## config.mk

```make
export PLATFORM = sky130hd
export DESIGN_NAME = id_stage_pipe
export DESIGN_NICKNAME = d
export VERILOG_FILES = /design/src/rtl/id_stage_pipe.sv
export SDC_FILE = /design/constraint.sdc
export NUM_CORES = 1
export LEC_CHECK = 0
export ABC_CLOCK_PERIOD_IN_PS = 4850
export BUFFER_PORTS_ARGS = -buffer_cell sky130_fd_sc_hd__buf_2
export CAP_MARGIN = 10
export CELL_PAD_IN_SITES_DETAIL_PLACEMENT = 0
export CELL_PAD_IN_SITES_GLOBAL_PLACEMENT = 1
export CORE_MARGIN = 1
export CORE_UTILIZATION = 54
export CTS_CLUSTER_SIZE = 24
export DETAILED_ROUTE_END_ITERATION = 10
export HOLD_SLACK_MARGIN = 0.02
export PLACE_DENSITY_LB_ADDON = 0.1
export SLEW_MARGIN = 20
export SYNTH_ARGS = -nofsm -noshare
export SYNTH_HDL_FRONTEND = slang
export SYNTH_SLANG_ARGS = --single-unit
```

## constraint.sdc

```tcl
create_clock -name i_clk -period 4.85 [get_ports i_clk]
set_input_delay 0.7275 -clock i_clk [delete_from_list [all_inputs] [get_ports i_clk]]
set_output_delay 0.7275 -clock i_clk [all_outputs]
set_load 0.02 [all_outputs]
```

## src/rtl/id_stage_pipe.sv

```systemverilog
// ============================================================================
// Module  : id_stage_pipe
// Brief   : Instruction-decode stage with internal register file, load-use
//           hazard detection and a registered ID/EX boundary.
//           Optional macro WB_BYPASS_EN: same-cycle writeback-to-read bypass.
// Revision: 1.0 - initial release
// ============================================================================
`default_nettype none

module id_stage_pipe #(
    parameter int DATA_W  = 16,
    parameter int REG_AW  = 4,
    localparam int NREG    = 2**REG_AW,
    localparam int INSTR_W = 4 + 3*REG_AW
) (
    input  logic                i_clk,
    input  logic                i_nRst,
    input  logic [INSTR_W-1:0]  i_instr,
    input  logic [DATA_W-1:0]   i_pc,
    input  logic                i_valid,
    input  logic                i_flush,
    input  logic                i_exStall,
    input  logic                i_wrEn,
    input  logic [REG_AW-1:0]   i_wrReg,
    input  logic [DATA_W-1:0]   i_wrData,
    output logic                o_stall,
    output logic                o_valid,
    output logic [DATA_W-1:0]   o_pc,
    output logic [DATA_W-1:0]   o_port0,
    output logic [DATA_W-1:0]   o_port1,
    output logic [DATA_W-1:0]   o_sext,
    output logic [REG_AW-1:0]   o_wrReg,
    output logic                o_wrEn,
    output logic [3:0]          o_aluOp,
    output logic                o_memRd,
    output logic                o_memWr,
    output logic                o_mem2reg,
    output logic                o_aluSrc,
    output logic                o_sawBr,
    output logic                o_sawJ,
    output logic                o_hlt
);

    localparam logic [3:0] OP_LW  = 4'h8;
    localparam logic [3:0] OP_SW  = 4'h9;
    localparam logic [3:0] OP_LLI = 4'hA;
    localparam logic [3:0] OP_BR  = 4'hC;
    localparam logic [3:0] OP_J   = 4'hD;
    localparam logic [3:0] OP_HLT = 4'hF;

    logic [3:0]          op;
    logic [REG_AW-1:0]   rd;
    logic [REG_AW-1:0]   rs;
    logic [REG_AW-1:0]   rt;
    logic [2*REG_AW-1:0] imm;

    assign op  = i_instr[INSTR_W-1 -: 4];
    assign rd  = i_instr[3*REG_AW-1 -: REG_AW];
    assign rs  = i_instr[2*REG_AW-1 -: REG_AW];
    assign rt  = i_instr[REG_AW-1:0];
    assign imm = i_instr[2*REG_AW-1:0];

    // ------------------------------------------------------------------
    // Decode
    // ------------------------------------------------------------------
    logic       dec_wr_en;
    logic [3:0] dec_alu_op;
    logic       dec_mem_rd;
    logic       dec_mem_wr;
    logic       dec_mem2reg;
    logic       dec_alu_src;
    logic       dec_saw_br;
    logic       dec_saw_j;
    logic       dec_hlt;
    logic       dec_zero_p0;
    logic       uses_rs;
    logic       uses_rt;

    always_comb begin
        dec_wr_en   = 1'b0;
        dec_alu_op  = 4'h0;
        dec_mem_rd  = 1'b0;
        dec_mem_wr  = 1'b0;
        dec_mem2reg = 1'b0;
        dec_alu_src = 1'b0;
        dec_saw_br  = 1'b0;
        dec_saw_j   = 1'b0;
        dec_hlt     = 1'b0;
        dec_zero_p0 = 1'b0;
        uses_rs     = 1'b0;
        uses_rt     = 1'b0;
        if (!op[3]) begin
            dec_wr_en  = 1'b1;
            dec_alu_op = op;
            uses_rs    = 1'b1;
            uses_rt    = 1'b1;
        end else begin
            case (op)
                OP_LW: begin
                    dec_mem_rd  = 1'b1;
                    dec_mem2reg = 1'b1;
                    dec_alu_src = 1'b1;
                    dec_wr_en   = 1'b1;
                    uses_rs     = 1'b1;
                end
                OP_SW: begin
                    dec_mem_wr  = 1'b1;
                    dec_alu_src = 1'b1;
                    uses_rs     = 1'b1;
                    uses_rt     = 1'b1;
                end
                OP_LLI: begin
                    dec_alu_src = 1'b1;
                    dec_wr_en   = 1'b1;
                    dec_zero_p0 = 1'b1;
                end
                OP_BR: begin
                    dec_saw_br = 1'b1;
                    uses_rs    = 1'b1;
                    uses_rt    = 1'b1;
                end
                OP_J:    dec_saw_j = 1'b1;
                OP_HLT:  dec_hlt   = 1'b1;
                default: ;
            endcase
        end
    end

    // ------------------------------------------------------------------
    // Register file
    // ------------------------------------------------------------------
    logic [DATA_W-1:0] rf [NREG];
    logic [DATA_W-1:0] rd_rs;
    logic [DATA_W-1:0] rd_rt;
    logic [DATA_W-1:0] port0_d;

    always_ff @(posedge i_clk) begin
        if (!i_nRst) begin
            for (int i = 0; i < NREG; i++) rf[i] <= '0;
        end else if (i_wrEn && (i_wrReg != '0)) begin
            rf[i_wrReg] <= i_wrData;
        end
    end

`ifdef WB_BYPASS_EN
    always_comb begin
        rd_rs = (rs == '0) ? '0 : rf[rs];
        rd_rt = (rt == '0) ? '0 : rf[rt];
        if (i_wrEn && (i_wrReg != '0) && (i_wrReg == rs)) rd_rs = i_wrData;
        if (i_wrEn && (i_wrReg != '0) && (i_wrReg == rt)) rd_rt = i_wrData;
    end
`else
    always_comb begin
        rd_rs = (rs == '0) ? '0 : rf[rs];
        rd_rt = (rt == '0) ? '0 : rf[rt];
    end
`endif

    assign port0_d = dec_zero_p0 ? '0 : rd_rs;

    // ------------------------------------------------------------------
    // Hazard and stall
    // ------------------------------------------------------------------
    logic haz;
    logic load_valid;

    assign haz = i_valid && o_valid && o_memRd && (o_wrReg != '0) &&
                 ((uses_rs && (rs == o_wrReg)) || (uses_rt && (rt == o_wrReg)));

    assign o_stall    = i_exStall | (haz & ~i_flush) | o_hlt;
    assign load_valid = i_valid & ~o_hlt;

    // ------------------------------------------------------------------
    // ID/EX register; a bubble clears the whole slot
    // ------------------------------------------------------------------
    always_ff @(posedge i_clk) begin
        if (!i_nRst || (!i_exStall && (i_flush || haz || !load_valid))) begin
            o_valid   <= 1'b0;
            o_pc      <= '0;
            o_port0   <= '0;
            o_port1   <= '0;
            o_sext    <= '0;
            o_wrReg   <= '0;
            o_wrEn    <= 1'b0;
            o_aluOp   <= 4'h0;
            o_memRd   <= 1'b0;
            o_memWr   <= 1'b0;
            o_mem2reg <= 1'b0;
            o_aluSrc  <= 1'b0;
            o_sawBr   <= 1'b0;
            o_sawJ    <= 1'b0;
        end else if (!i_exStall) begin
            o_valid   <= 1'b1;
            o_pc      <= i_pc;
            o_port0   <= port0_d;
            o_port1   <= rd_rt;
            o_sext    <= {{(DATA_W-2*REG_AW){imm[2*REG_AW-1]}}, imm};
            o_wrReg   <= rd;
            o_wrEn    <= dec_wr_en;
            o_aluOp   <= dec_alu_op;
            o_memRd   <= dec_mem_rd;
            o_memWr   <= dec_mem_wr;
            o_mem2reg <= dec_mem2reg;
            o_aluSrc  <= dec_alu_src;
            o_sawBr   <= dec_saw_br;
            o_sawJ    <= dec_saw_j;
        end
    end

    // Halt sets only when a valid HLT actually lands in the ID/EX slot.
    always_ff @(posedge i_clk) begin
        if (!i_nRst) begin
            o_hlt <= 1'b0;
        end else if (!i_exStall && !i_flush && !haz && load_valid && dec_hlt) begin
            o_hlt <= 1'b1;
        end
    end

endmodule

`default_nettype wire

```

After elaboration in Yosys (flattened, before gate mapping)
Memories as Yosys holds them, arrays and structs flattened.
Cells that the tools add are included.
{ "totals": {"reg_bits": 72, "latch_bits": 0, "ram_bits": 256, "rom_bits": 0, "in_bits": 58, "elab_cells": 90, "memories": 1} }
{ "op_classes": {"addsub": 0, "mul": 0, "div_mod_pow": 0, "order_cmp": 0, "eq_ne": 8, "shift": 0, "muxes": 31, "bitwise": 6, "n_reduce_logical": 30} }
{ "mem_list": {"columns": ["memory", "depth", "width", "read_ports", "rd_ports_with_merged_regs", "write_ports", "line_no", "text"], "rows": [
  ["rf", 16, 16, 2, 0, 16, "132", "logic [DATA_W-1:0] rf [NREG];"]
]} }
{ "ops": {"columns": ["cell", "n"], "rows": [
  ["$mux W16", 4],
  ["$mux W1", 25],
  ["$eq A4 B4 Y1 const B", 6],
  ["$reduce_or A16 Y1", 1],
  ["$logic_and A1 B1 Y1", 12],
  ["$eq A4 B4 Y1", 2],
  ["$logic_not A4 Y1", 2],
  ["$reduce_bool A4 Y1", 2],
  ["$reduce_or A3 Y1", 2],
  ["$logic_not A1 Y1", 5],
  ["$logic_or A1 B1 Y1", 4],
  ["$mux W4", 1],
  ["$reduce_or A2 Y1", 2],
  ["$mux W3", 1],
  ["$and A1 B1 Y1", 2],
  ["$not A1 Y1", 2],
  ["$or A1 B1 Y1", 2]
]} }

Depth between registers and ports, before layout
Gate-level depths: netlist (run 1).
{ "logic_depth": {"ltp_word": 11, "ltp_mapped": 8} }

Worst setup path after synthesis (run 1)
OpenSTA, ideal clock, no wires.
{ "synth_path": {"kind": "input-to-output", "startpoint": "in i_instr[4]", "endpoint": "out o_stall", "arrival_time_ns": 2.371, "path_slack_ns": 1.752, "stages": 6, "n_path_buf": 2, "path_cell_list": "buf_6 > buf_6 > xor2_1 > nor4_2 > a22oi_2 > o41ai_1"} }
{ "synth_via": {"elab_chain_len": 7} }
{ "synth_rtl": {"columns": ["item", "line_no", "text"], "rows": [
  ["start, declared", "18", "input logic [INSTR_W-1:0] i_instr,"],
  ["$eq A4 B4 Y1", "168", "((uses_rs && (rs == o_wrReg)) || (uses_rt && (rt == o_wrReg)));"],
  ["$logic_and A1 B1 Y1", "168", null],
  ["$logic_or A1 B1 Y1", "168", null],
  ["$logic_and A1 B1 Y1", "167", "assign haz = i_valid && o_valid && o_memRd && (o_wrReg != '0) &&"],
  ["$and A1 B1 Y1", "170", "assign o_stall = i_exStall | (haz & ~i_flush) | o_hlt;"],
  ["$or A1 B1 Y1 (2 in series)", "170", null],
  ["end, declared", "26", "output logic o_stall,"]
]} }
No other way between the ends.

Worst setup path in the final report (run 1)
{ "layout_path": {"startpoint": "in i_instr[0]", "endpoint": "out o_stall"} }
The elaborated chain is that of the path after synthesis.

==> impl_metrics.csv, run 1 <==
group,metric,value,unit
synthesis,ys_warn_count,0,
clocking,clkLatencyLatePin,0.53,ns
detailed_routing,dr_wl_met2,20600,um
detailed_routing,wl_met1,17700,um
synthesis,netlist_area,0.0164,mm2
global_routing,grt_pass1_vias,10308,
synthesis,synth_commonest_cells,"edfxtp_1, and2_1, mux4_2",
synthesis,synth_most_common_cell,"edfxtp_1",
timing,fin_crit,3.13,ns
critical_path,path_max_fanout,22,
worst_hold_path,hold_path.class,"primary input to flop",
final_layout,drive_gt1_share,30.2,%
power,combPwrFrac,10.8,%
clocking,cts_max_level,2,
synthesis,syn-mean-instance-area,14.1,um2
die,die_h,176,um
power,seq_power_share,47.9,%
power,intPower,5.21,mW
critical_path,critical_path_class,"primary input to output port",
final_layout,ff_latch_area,0.00911,mm2
placed_design,globalplace.congestion,0.810,
detailed_routing,drt_iter0_drc,828,
die,die_w,176,um
final_layout,fill_cells,2285,
global_routing,grt_usage,28.0,%
critical_path,crit_path_end_kind,"output port",
critical_path,cp-start-kind,"primary input",
die,dieArea,0.0310,mm2
synthesis,yosys.area.top_type,"edfxtp_1",
critical_path,slowest_stage,"buf_4",
power,power_density,367,mW/mm2
global_routing,antenna_found_initial,2,
detailed_routing,postRouteAntennaNets,0,
placed_design,dp_hpwl,26400,um
detailed_routing,routed_via_density,6.06,
detailed_routing,wl_met3,3050,um
die,rows,63,
detailed_routing,wl,42500,um
detailed_routing,firstDrtPassIters,5,
detailed_routing,top_layer,"met5",
global_routing,overflow,0,
timing,setup_violations,0,
power,clockPowerShare,41.3,%
synthesis,synthTopCellsByArea,"edfxtp_1, mux4_2, and2_1",
timing,relSlewSlack,39.1,%
synthesis,yosysSeqAreaShare,55.6,%
clocking,cts_hold_buf,0,
die,initial_utilization,55.1,%
final_layout,n_antenna_cell,0,
final_layout,nets,1342,
synthesis,synth_cell_types,43,
synthesis,netlist_instances,1162,
placed_design,port-buffer-count,138,
clocking,cts.sinks,327,
clocking,clk_pin_slew,0.06,ns
timing,rsz0062_at_grt,"false",
final_layout,multiInputGateArea,0.00676,mm2
synthesis,synth_seq_cells,327,
detailed_routing,via_count,10323,
clocking,numCtsBuffers,37,
timing,fmax,0.319,GHz
clocking,cts_resized,0,
power,p_sw,1.60,mW
run,drv_cap,0,
critical_path,critPathBufInv,2,
final_layout,area.growth.synth_to_final,13.5,%
global_routing,grt_pass1_wl,62900,um
global_routing,grt_max_degree,87,
critical_path,worstPathRequired,4.12,ns
synthesis,synth-main-ff-cell,"edfxtp_1",
clocking,cts_tree,"done",
synthesis,synth-edff-count,256,
power,p_leak,6.88,nW
power,peakVddDrop,267,uV
timing,skew,0.0198,ns
timing,worst_pin_slew,0.913,ns
clocking,cts_root_buf,"clkbuf_16",
timing,min_period_over_period,64.6,%
timing,finalHoldViolCount,0,
die,core_area,0.0297,mm2
outcome,status,"finished clean",
critical_path,crit_arrival,2.41,ns
die,io_pins,140,
synthesis,synth_top_cell_area_share,46.9,%
critical_path,slowest_delay,0.41,ns
timing,tns,0,ns
critical_path,crit_chain,"buf_4 > xor2_1 > nor4_1 > a22oi_2 > o41ai_1 > buf_2",
synthesis,async_flop_share,0,%
timing,final_max_slew_viol_count,0,
clocking,cts_buffer_depth,3,
clocking,post_cts_buffers,0,
critical_path,path_delay_family,"buffers and inverters",
detailed_routing,wl_per_cell,25.0,um
detailed_routing,drc,0,
power,total_power,6.81,mW
power,swShare,23.5,%
worst register-to-register path, stage by stage, from the launching register on:
cell and delay (ns):
dfxtp_1 0.37, xor2_1 0.19, nor4_1 0.36, a22oi_2 0.14, o221ai_4 0.39, buf_4 0.65
nor2_1 0.15
flip-flops by register name, indices dropped and copies added (netlist names):
register	cells
o_port1	16
o_sawJ	1
o_port0	16
o_memWr	1
o_mem2reg	1
o_valid	1
o_wrEn	1
o_hlt	1
o_pc	16
o_aluSrc	1
o_sawBr	1
rf	256
o_aluOp	3
o_wrReg	4
o_sext	8
routing by layer:
| layer | vias up | track usage [%] |
|---|---|---|
| met5 | - | 0 |
| met4 | 2 | 9.78 |
| met3 | 77 | 4.48 |
| met2 | 437 | 45.8 |
| met1 | 5202 | 38.1 |
| li1 | 4605 | - |
placed cells by master (no fill, tap or decap), drive strengths merged, types with 24 or more instances in the layout:
| cell | count |
|---|---|
| mux2 | 35 |
| nor2 | 54 |
| buf | 174 |
| mux4 | 112 |
| clkbuf | 54 |
| a21oi | 26 |
| nand2b | 24 |
| edfxtp | 256 |
| o211ai | 28 |
| mux2i | 56 |
| and2 | 241 |
| nand2 | 36 |
| dfxtp | 71 |
| a22oi | 30 |
power by group through the flow:
stage | Clock (mW) | Sequential [mW] | Combinational [mW]
floorplan | 0 | 3.32 | 0.487
CTS | 2.85 | 3.26 | 0.743
global route | 2.96 | 3.28 | 0.785
global placement | 0 | 3.31 | 0.736
detailed placement | 0 | 3.32 | 0.740
finish | 2.81 | 3.26 | 0.736
metrics by stage:
| step | cell area, um2 | cells | setup slack (ns) | hold slack [ns] | utilization (%) |
|---|---|---|---|---|---|
| floorplan | 16400 | 1178 | 1.75 | 0.536 | - |
| CTS | 18600 | 1703 | 1.71 | 0.430 | 62.5 |
| global placement | 17300 | 1635 | 1.65 | 0.454 | 58.3 |
| global route | 18600 | 1703 | 1.54 | 0.448 | 62.5 |
| detailed placement | 17300 | 1635 | 1.61 | 0.458 | 58.3 |
| finish | 18600 | 1703 | 1.72 | 0.446 | 62.5 |
kinds of logic after synthesis:
| group | after synthesis | share of synthesized area (%) |
|---|---|---|
| multiplexers | 203 | 21.2 |
| other | 1 | 0.0229 |
| AND/OR/NAND/NOR | 386 | 13.5 |
| XOR/XNOR | 9 | 0.481 |
| flip-flops | 327 | 55.6 |
| buffers and inverters | 112 | 3.78 |
| AO/OA/AOI/OAI | 124 | 5.35 |
area by class of cell:
cell class,count,share of cell area [%]
clock inverters,14,0.788
well taps,390,2.63
inverters,5,0.101
repair buffers,174,5.30
clock buffers,54,5.82
flip-flops and latches,327,49.0
multi-input cells,739,36.3
final timing paths:
check                   start         end  slack, ns  cells past startpoint
setup / recovery   i_instr[0]     o_stall       1.72                      6
hold / removal    i_instr[11]  o_wrReg[3]       0.45                      3
setup reg to reg   o_wrReg[0]  o_port1[5]       2.46                      6
hold reg to reg       o_valid     o_valid       0.46                      2
Note: power is estimated with default switching activity, not from simulation.
==> run 2: changes to the inputs <==
--- a/config.mk
+++ b/config.mk
@@ -5,13 +5,14 @@
 export SDC_FILE = /design/constraint.sdc
 export NUM_CORES = 1
 export LEC_CHECK = 0
-export ABC_CLOCK_PERIOD_IN_PS = 4850
+export ABC_AREA = 1
+export ABC_CLOCK_PERIOD_IN_PS = 2800
 export BUFFER_PORTS_ARGS = -buffer_cell sky130_fd_sc_hd__buf_2
 export CAP_MARGIN = 10
 export CELL_PAD_IN_SITES_DETAIL_PLACEMENT = 0
 export CELL_PAD_IN_SITES_GLOBAL_PLACEMENT = 1
 export CORE_MARGIN = 1
-export CORE_UTILIZATION = 54
+export CORE_UTILIZATION = 41
 export CTS_CLUSTER_SIZE = 24
 export DETAILED_ROUTE_END_ITERATION = 10
 export HOLD_SLACK_MARGIN = 0.02
==> constraint.sdc (replaced) <==
create_clock -name i_clk -period 2.8 [get_ports i_clk]
set_input_delay 0.42 -clock i_clk [delete_from_list [all_inputs] [get_ports i_clk]]
set_output_delay 0.42 -clock i_clk [all_outputs]
set_load 0.02 [all_outputs]
==> impl_metrics.csv, run 2 <==
group,metric,value,unit
final_layout,finalInstanceArea,0.0204,mm2
critical_path,cp-start-kind,"flop",
clocking,cts_hold_buf,0,
detailed_routing,postRouteAntennaNets,0,
synthesis,synthSimpleGateAreaFrac,33.1,%
synthesis,synth-main-ff-cell,"edfxtp_1",
timing,worst_pin_slew,1.01,ns
final_layout,drive_gt1_share,11.3,%
final_layout,n_antenna_cell,0,
die,initial_utilization,41.6,%
synthesis,synth_top_cell_area_share,42.8,%
power,peakVddDrop,314,uV
global_routing,antenna_found_initial,1,
critical_path,path_max_fanout,4,
synthesis,synth_top_family_by_area,"simple AND/OR/NAND/NOR gates",
global_routing,grtUsageMet2,46.6,%
final_layout,fill_cells,4385,
critical_path,worstPathRequired,2.38,ns
synthesis,synthTopCellsByArea,"edfxtp_1, nand2_1, nand3_1",
detailed_routing,wl,63900,um
die,io_pins,140,
final_layout,layout_commonest_cell,"nand2_1",
clocking,clk_pin_slew,0.06,ns
detailed_routing,firstDrtPassIters,5,
die,die_h,211,um
placed_design,globalplace.congestion,0.863,
critical_path,crit_arrival,1.90,ns
synthesis,yosys.area.top_type,"edfxtp_1",
detailed_routing,routed_via_density,5.13,
outcome,status,"finished clean",
timing,setup_violations,0,
timing,relSlewSlack,32.5,%
die,die_w,211,um
final_layout,regMostFlops,"rf",
detailed_routing,drc,0,
power,p_leak,10.1,nW
clocking,numCtsBuffers,39,
clocking,clkLatencyLatePin,0.55,ns
final_layout,area.growth.synth_to_final,13.9,%
synthesis,ys_warn_count,0,
final_layout,nets,2561,
global_routing,gr-usage-met3,3.91,%
run,drv_cap,0,
synthesis,synth.area.mux_share,0.892,%
synthesis,synth_commonest_cells,"nand2_1, nor2_1, inv_1",
placed_design,dp_hpwl,39800,um
final_layout,multiInputGateArea,0.00676,mm2
clocking,cts_tree,"done",
placed_design,place_area,0.0192,mm2
timing,tns,0,ns
detailed_routing,drt_iter0_drc,1503,
final_layout,largest_register_ff_count,256,
synthesis,yosysSeqAreaShare,50.7,%
power,power_density,600,mW/mm2
synthesis,synthAdderAreaFrac,0,%
detailed_routing,via_count,15978,
synthesis,synth_seq_cells,327,
global_routing,overflow,0,
timing,finalHoldViolCount,0,
clocking,cts_resized,0,
synthesis,netlist_area,0.0179,mm2
global_routing,grt_pass1_vias,15215,
synthesis,synth_xor_area_share,0,%
global_routing,grt_usage,28.8,%
die,rows,76,
synthesis,synth_cell_types,30,
placed_design,port-buffer-count,138,
global_routing,grt-busiest-layer,"met2",
synthesis,synth-edff-count,256,
global_routing,grt_pass1_wl,94400,um
clocking,post_cts_buffers,0,
die,core_area,0.0432,mm2
critical_path,crit_path_end_kind,"output port",
synthesis,netlist_instances,2403,
timing,fin_crit,2.32,ns
timing,skew,0.0155,ns
timing,fmax,0.431,GHz
global_routing,use_met1,39.3,%
die,dieArea,0.0446,mm2
final_layout,mostFrequentLayoutCells,"nand2_1, nor2_1, inv_1",
critical_path,critical_path_class,"flop to output port",
timing,final_max_slew_viol_count,0,
clocking,cts_root_buf,"clkbuf_16",
global_routing,grt_max_degree,126,
clocking,cts.sinks,327,
synthesis,syn-mean-instance-area,7.47,um2
clocking,cts_max_level,2,
timing,rsz0062_at_grt,"false",
timing,hold_slack,0.118,ns
final_layout,utilization,47.4,%
synthesis,synth_compound_area_share,3.22,%
final_layout,ff_latch_area,0.00911,mm2
synthesis,synth_most_common_cell,"nand2_1",
worst_hold_path,hold_path.class,"primary input to flop",
power,total_power,12.3,mW
clocking,cts_buffer_depth,3,
timing,min_period_over_period,82.9,%
synthesis,async_flop_share,0,%
detailed_routing,wl_per_cell,20.5,um
-- run 2: stage by stage --
stage,setup WS [ns],std cells
2_1_floorplan,0.741,2419
3_3_place_gp,0.542,3047
3_5_place_dp,0.483,3047
4_1_cts,0.455,3116
5_1_grt,0.303,3116
6_report,0.479,3116
-- run 2: cell families after synthesis --
logic type,after synthesis
compound gates,94
buf+inv,507
flops,327
mux,16
other cells,1
simple gates,1458
-- run 2: where the power goes --
part	internal, mW	switching (mW)
sequential	5.50	0.0975
clock	2.87	2.07
combinational	0.490	1.25
total	8.85	3.41
-- run 2: cell type report --
class | count | area share (%)
Sequential cell | 327 | 44.6
Multi-Input combinational cell | 1585 | 33.0
Timing Repair Buffer | 205 | 6.54
Inverter | 345 | 6.36
Clock buffer | 61 | 5.73
Tap cell | 585 | 3.58
Clock inverter | 8 | 0.184
-- run 2: worst max-delay path, stage by stage (launching register included) --
cell	delay, ns
dfxtp_1	0.39
inv_1	0.12
nand2_1	0.07
nand2_1	0.05
nor2_1	0.14
nand3_1	0.09
nand2_1	0.06
nand2_1	0.07
o211ai_1	0.16
buf_2	0.19
-- run 2: path summary, 6_finish.rpt --
check	slack [ns]	endpoint	cells after the start	from
worst max-delay path	0.48	o_stall	9	o_wrReg[2]
worst min-delay path	0.12	o_pc[11]	3	i_pc[11]
worst max register to register	1.07	o_port1[0]	12	o_wrReg[2]
worst min register to register	0.50	o_pc[14]	2	o_pc[14]
-- run 2: layer usage --
metal,wire (um),vias to the layer above
met5,15,-
met4,2060,2
met3,5090,95
met2,29000,666
met1,27800,7538
li1,-,7677
==> run 3: changes to the inputs <==
--- a/config.mk
+++ b/config.mk
@@ -6,13 +6,13 @@
 export NUM_CORES = 1
 export LEC_CHECK = 0
 export ABC_AREA = 1
-export ABC_CLOCK_PERIOD_IN_PS = 2800
+export ABC_CLOCK_PERIOD_IN_PS = 2200
 export BUFFER_PORTS_ARGS = -buffer_cell sky130_fd_sc_hd__buf_2
 export CAP_MARGIN = 10
 export CELL_PAD_IN_SITES_DETAIL_PLACEMENT = 0
 export CELL_PAD_IN_SITES_GLOBAL_PLACEMENT = 1
 export CORE_MARGIN = 1
-export CORE_UTILIZATION = 41
+export CORE_UTILIZATION = 45
 export CTS_CLUSTER_SIZE = 24
 export DETAILED_ROUTE_END_ITERATION = 10
 export HOLD_SLACK_MARGIN = 0.02
==> constraint.sdc (replaced) <==
create_clock -name i_clk -period 2.2 [get_ports i_clk]
set_input_delay 0.33 -clock i_clk [delete_from_list [all_inputs] [get_ports i_clk]]
set_output_delay 0.33 -clock i_clk [all_outputs]
set_load 0.02 [all_outputs]
==> impl_metrics.csv, run 3 (same netlist as run 2, synthesis figures left out) <==
group,metric,value,unit
detailed_routing,drt_iter0_drc,1481,
clocking,cts.sinks,327,
final_layout,fill_cells,3778,
timing,final_max_slew_viol_count,0,
clocking,cts_buffer_depth,3,
final_layout,area.growth.synth_to_final,15.5,%
critical_path,path_max_fanout,4,
global_routing,grt_pass1_vias,15740,
detailed_routing,wl,62400,um
clocking,cts_max_level,2,
power,combPwrFrac,14.5,%
timing,tns,0,ns
detailed_routing,drc,0,
die,die_h,202,um
power,swShare,27.5,%
timing,fin_crit,2.11,ns
global_routing,antenna_found_initial,2,
detailed_routing,routed_via_density,5.30,
power,intPower,11.3,mW
global_routing,overflow,0,
final_layout,regMostFlops,"rf",
final_layout,layout_commonest_cell,"nand2_1",
critical_path,crit_path_end_kind,"output port",
timing,skew,0.0135,ns
critical_path,r2r_slack,0.54,ns
placed_design,place_area,0.0193,mm2
die,dieArea,0.0407,mm2
global_routing,grt_pass1_wl,94200,um
placed_design,dp_hpwl,38800,um
timing,worst_pin_slew,0.882,ns
outcome,status,"finished clean",
final_layout,finalInstanceArea,0.0207,mm2
power,peakVddDrop,381,uV
placed_design,globalplace.congestion,0.854,
die,io_pins,140,
detailed_routing,via_count,16321,
detailed_routing,wl_per_cell,20.3,um
power,total_power,15.6,mW
timing,relSlewSlack,41.0,%
timing,min_period_over_period,95.7,%
worst_hold_path,hold_path.class,"primary input to flop",
power,p_sw,4.29,mW
final_layout,nets,2590,
run,drv_cap,0,
clocking,numCtsBuffers,39,
clocking,clk_pin_slew,0.06,ns
power,p_leak,10.3,nW
final_layout,drive_gt1_share,12.3,%
final_layout,mostFrequentLayoutCells,"nand2_1, nor2_1, inv_1",
die,rows,72,
die,core_area,0.0390,mm2
detailed_routing,postRouteAntennaNets,0,
timing,finalHoldViolCount,0,
clocking,clkLatencyLatePin,0.56,ns
clocking,cts_root_buf,"clkbuf_16",
final_layout,fin_cells,3078,
clocking,cts_tree,"done",
placed_design,port-buffer-count,138,
timing,fmax,0.475,GHz
die,initial_utilization,46.0,%
timing,setup_violations,0,
placed_design,placed_cells,2993,
power,clockPowerShare,39.9,%
global_routing,grt_usage,31.1,%
timing,rsz0062_at_grt,"true",
critical_path,worstPathRequired,1.87,ns
power,power_density,753,mW/mm2
power,seq_power_share,45.7,%
critical_path,cp-start-kind,"flop",
global_routing,grt_max_degree,70,
detailed_routing,firstDrtPassIters,7,
critical_path,critical_path_class,"flop to output port",
die,die_w,202,um
critical_path,crit_arrival,1.78,ns
final_layout,largest_register_ff_count,256,
-- run 3: cell types whose count changed in the layout (fill, tap and decap cells not counted), moves of 3 or more --
cell and change:
dfxtp_1 -4, clkbuf_1 -5, buf_12 +7, clkinv_1 +3
inv_1 -4, clkbuf_8 -3, inv_4 +4, nand2_2 +5
dfxtp_4 +4, dlygate4sd3_1 +14, buf_4 +9, nand2_1 -5
-- run 3: area by class of cell --
type | count | area, um2 | area share (%)
sequential | 327 | 9120 | 44.0
multi-input combinational | 1585 | 6770 | 32.6
timing repair buffer | 234 | 1680 | 8.10
inverter | 345 | 1310 | 6.32
clock buffer | 54 | 1120 | 5.39
tap | 518 | 648 | 3.13
clock inverter | 14 | 88.8 | 0.428
antenna | 1 | 2.50 | 0.0121
-- run 3: worst max-delay path, cell delays in order (launching register included) --
cell and delay (ns):
dfxtp_4 0.38, inv_4 0.05, nand2_2 0.05, nand2_2 0.05, nor2_2 0.12, nand3_1 0.07
nand2_1 0.09, nand2_2 0.06, o211ai_1 0.18, buf_4 0.18
-- run 3: final timing paths --
path / depth (start not counted) / to / start
min: 3 / o_pc[13] / i_pc[13]
max reg2reg: 12 / o_pc[0] / o_wrReg[0]
min reg2reg: 2 / o_hlt / o_hlt
max: 9 / o_stall / o_wrReg[0]
-- run 3: power by group through the flow --
stage	logic [mW]	clock network [mW]	registers, mW
3_3_place_gp	2.18	0	7.25
2_1_floorplan	1.35	0	7.29
4_1_cts	2.24	6.31	7.13
5_1_grt	2.49	6.52	7.16
3_5_place_dp	2.21	0	7.25
6_report	2.26	6.22	7.13
-- run 3: timing repair --
item | 4_1_cts | 5_1_grt
hold buffers | 14 | 0
endpoints found under the hold margin | 14 | 0
buffers inserted | 0 | 2
setup endpoints to repair | 1 | 1
pin swaps | 2 | 10
resized for setup | 9 | 15
-- run 3: routing by layer --
metal	global-route usage [%]	wire length, um
met1	42.2	26400
met2	48.8	28100
met3	4.97	5320
met4	14.2	2530
met5	0	13
-- run 3: stage by stage --
step	util (%)	hold WS, ns	setup WS, ns
finish	53.2	0.0385	0.0949
global route	53.2	0.0501	-0.0130
CTS	53.0	0.0210	0.00707
detailed placement	49.5	0.492	0.217
global placement	49.5	0.483	0.207
floorplan	-	0.489	0.231
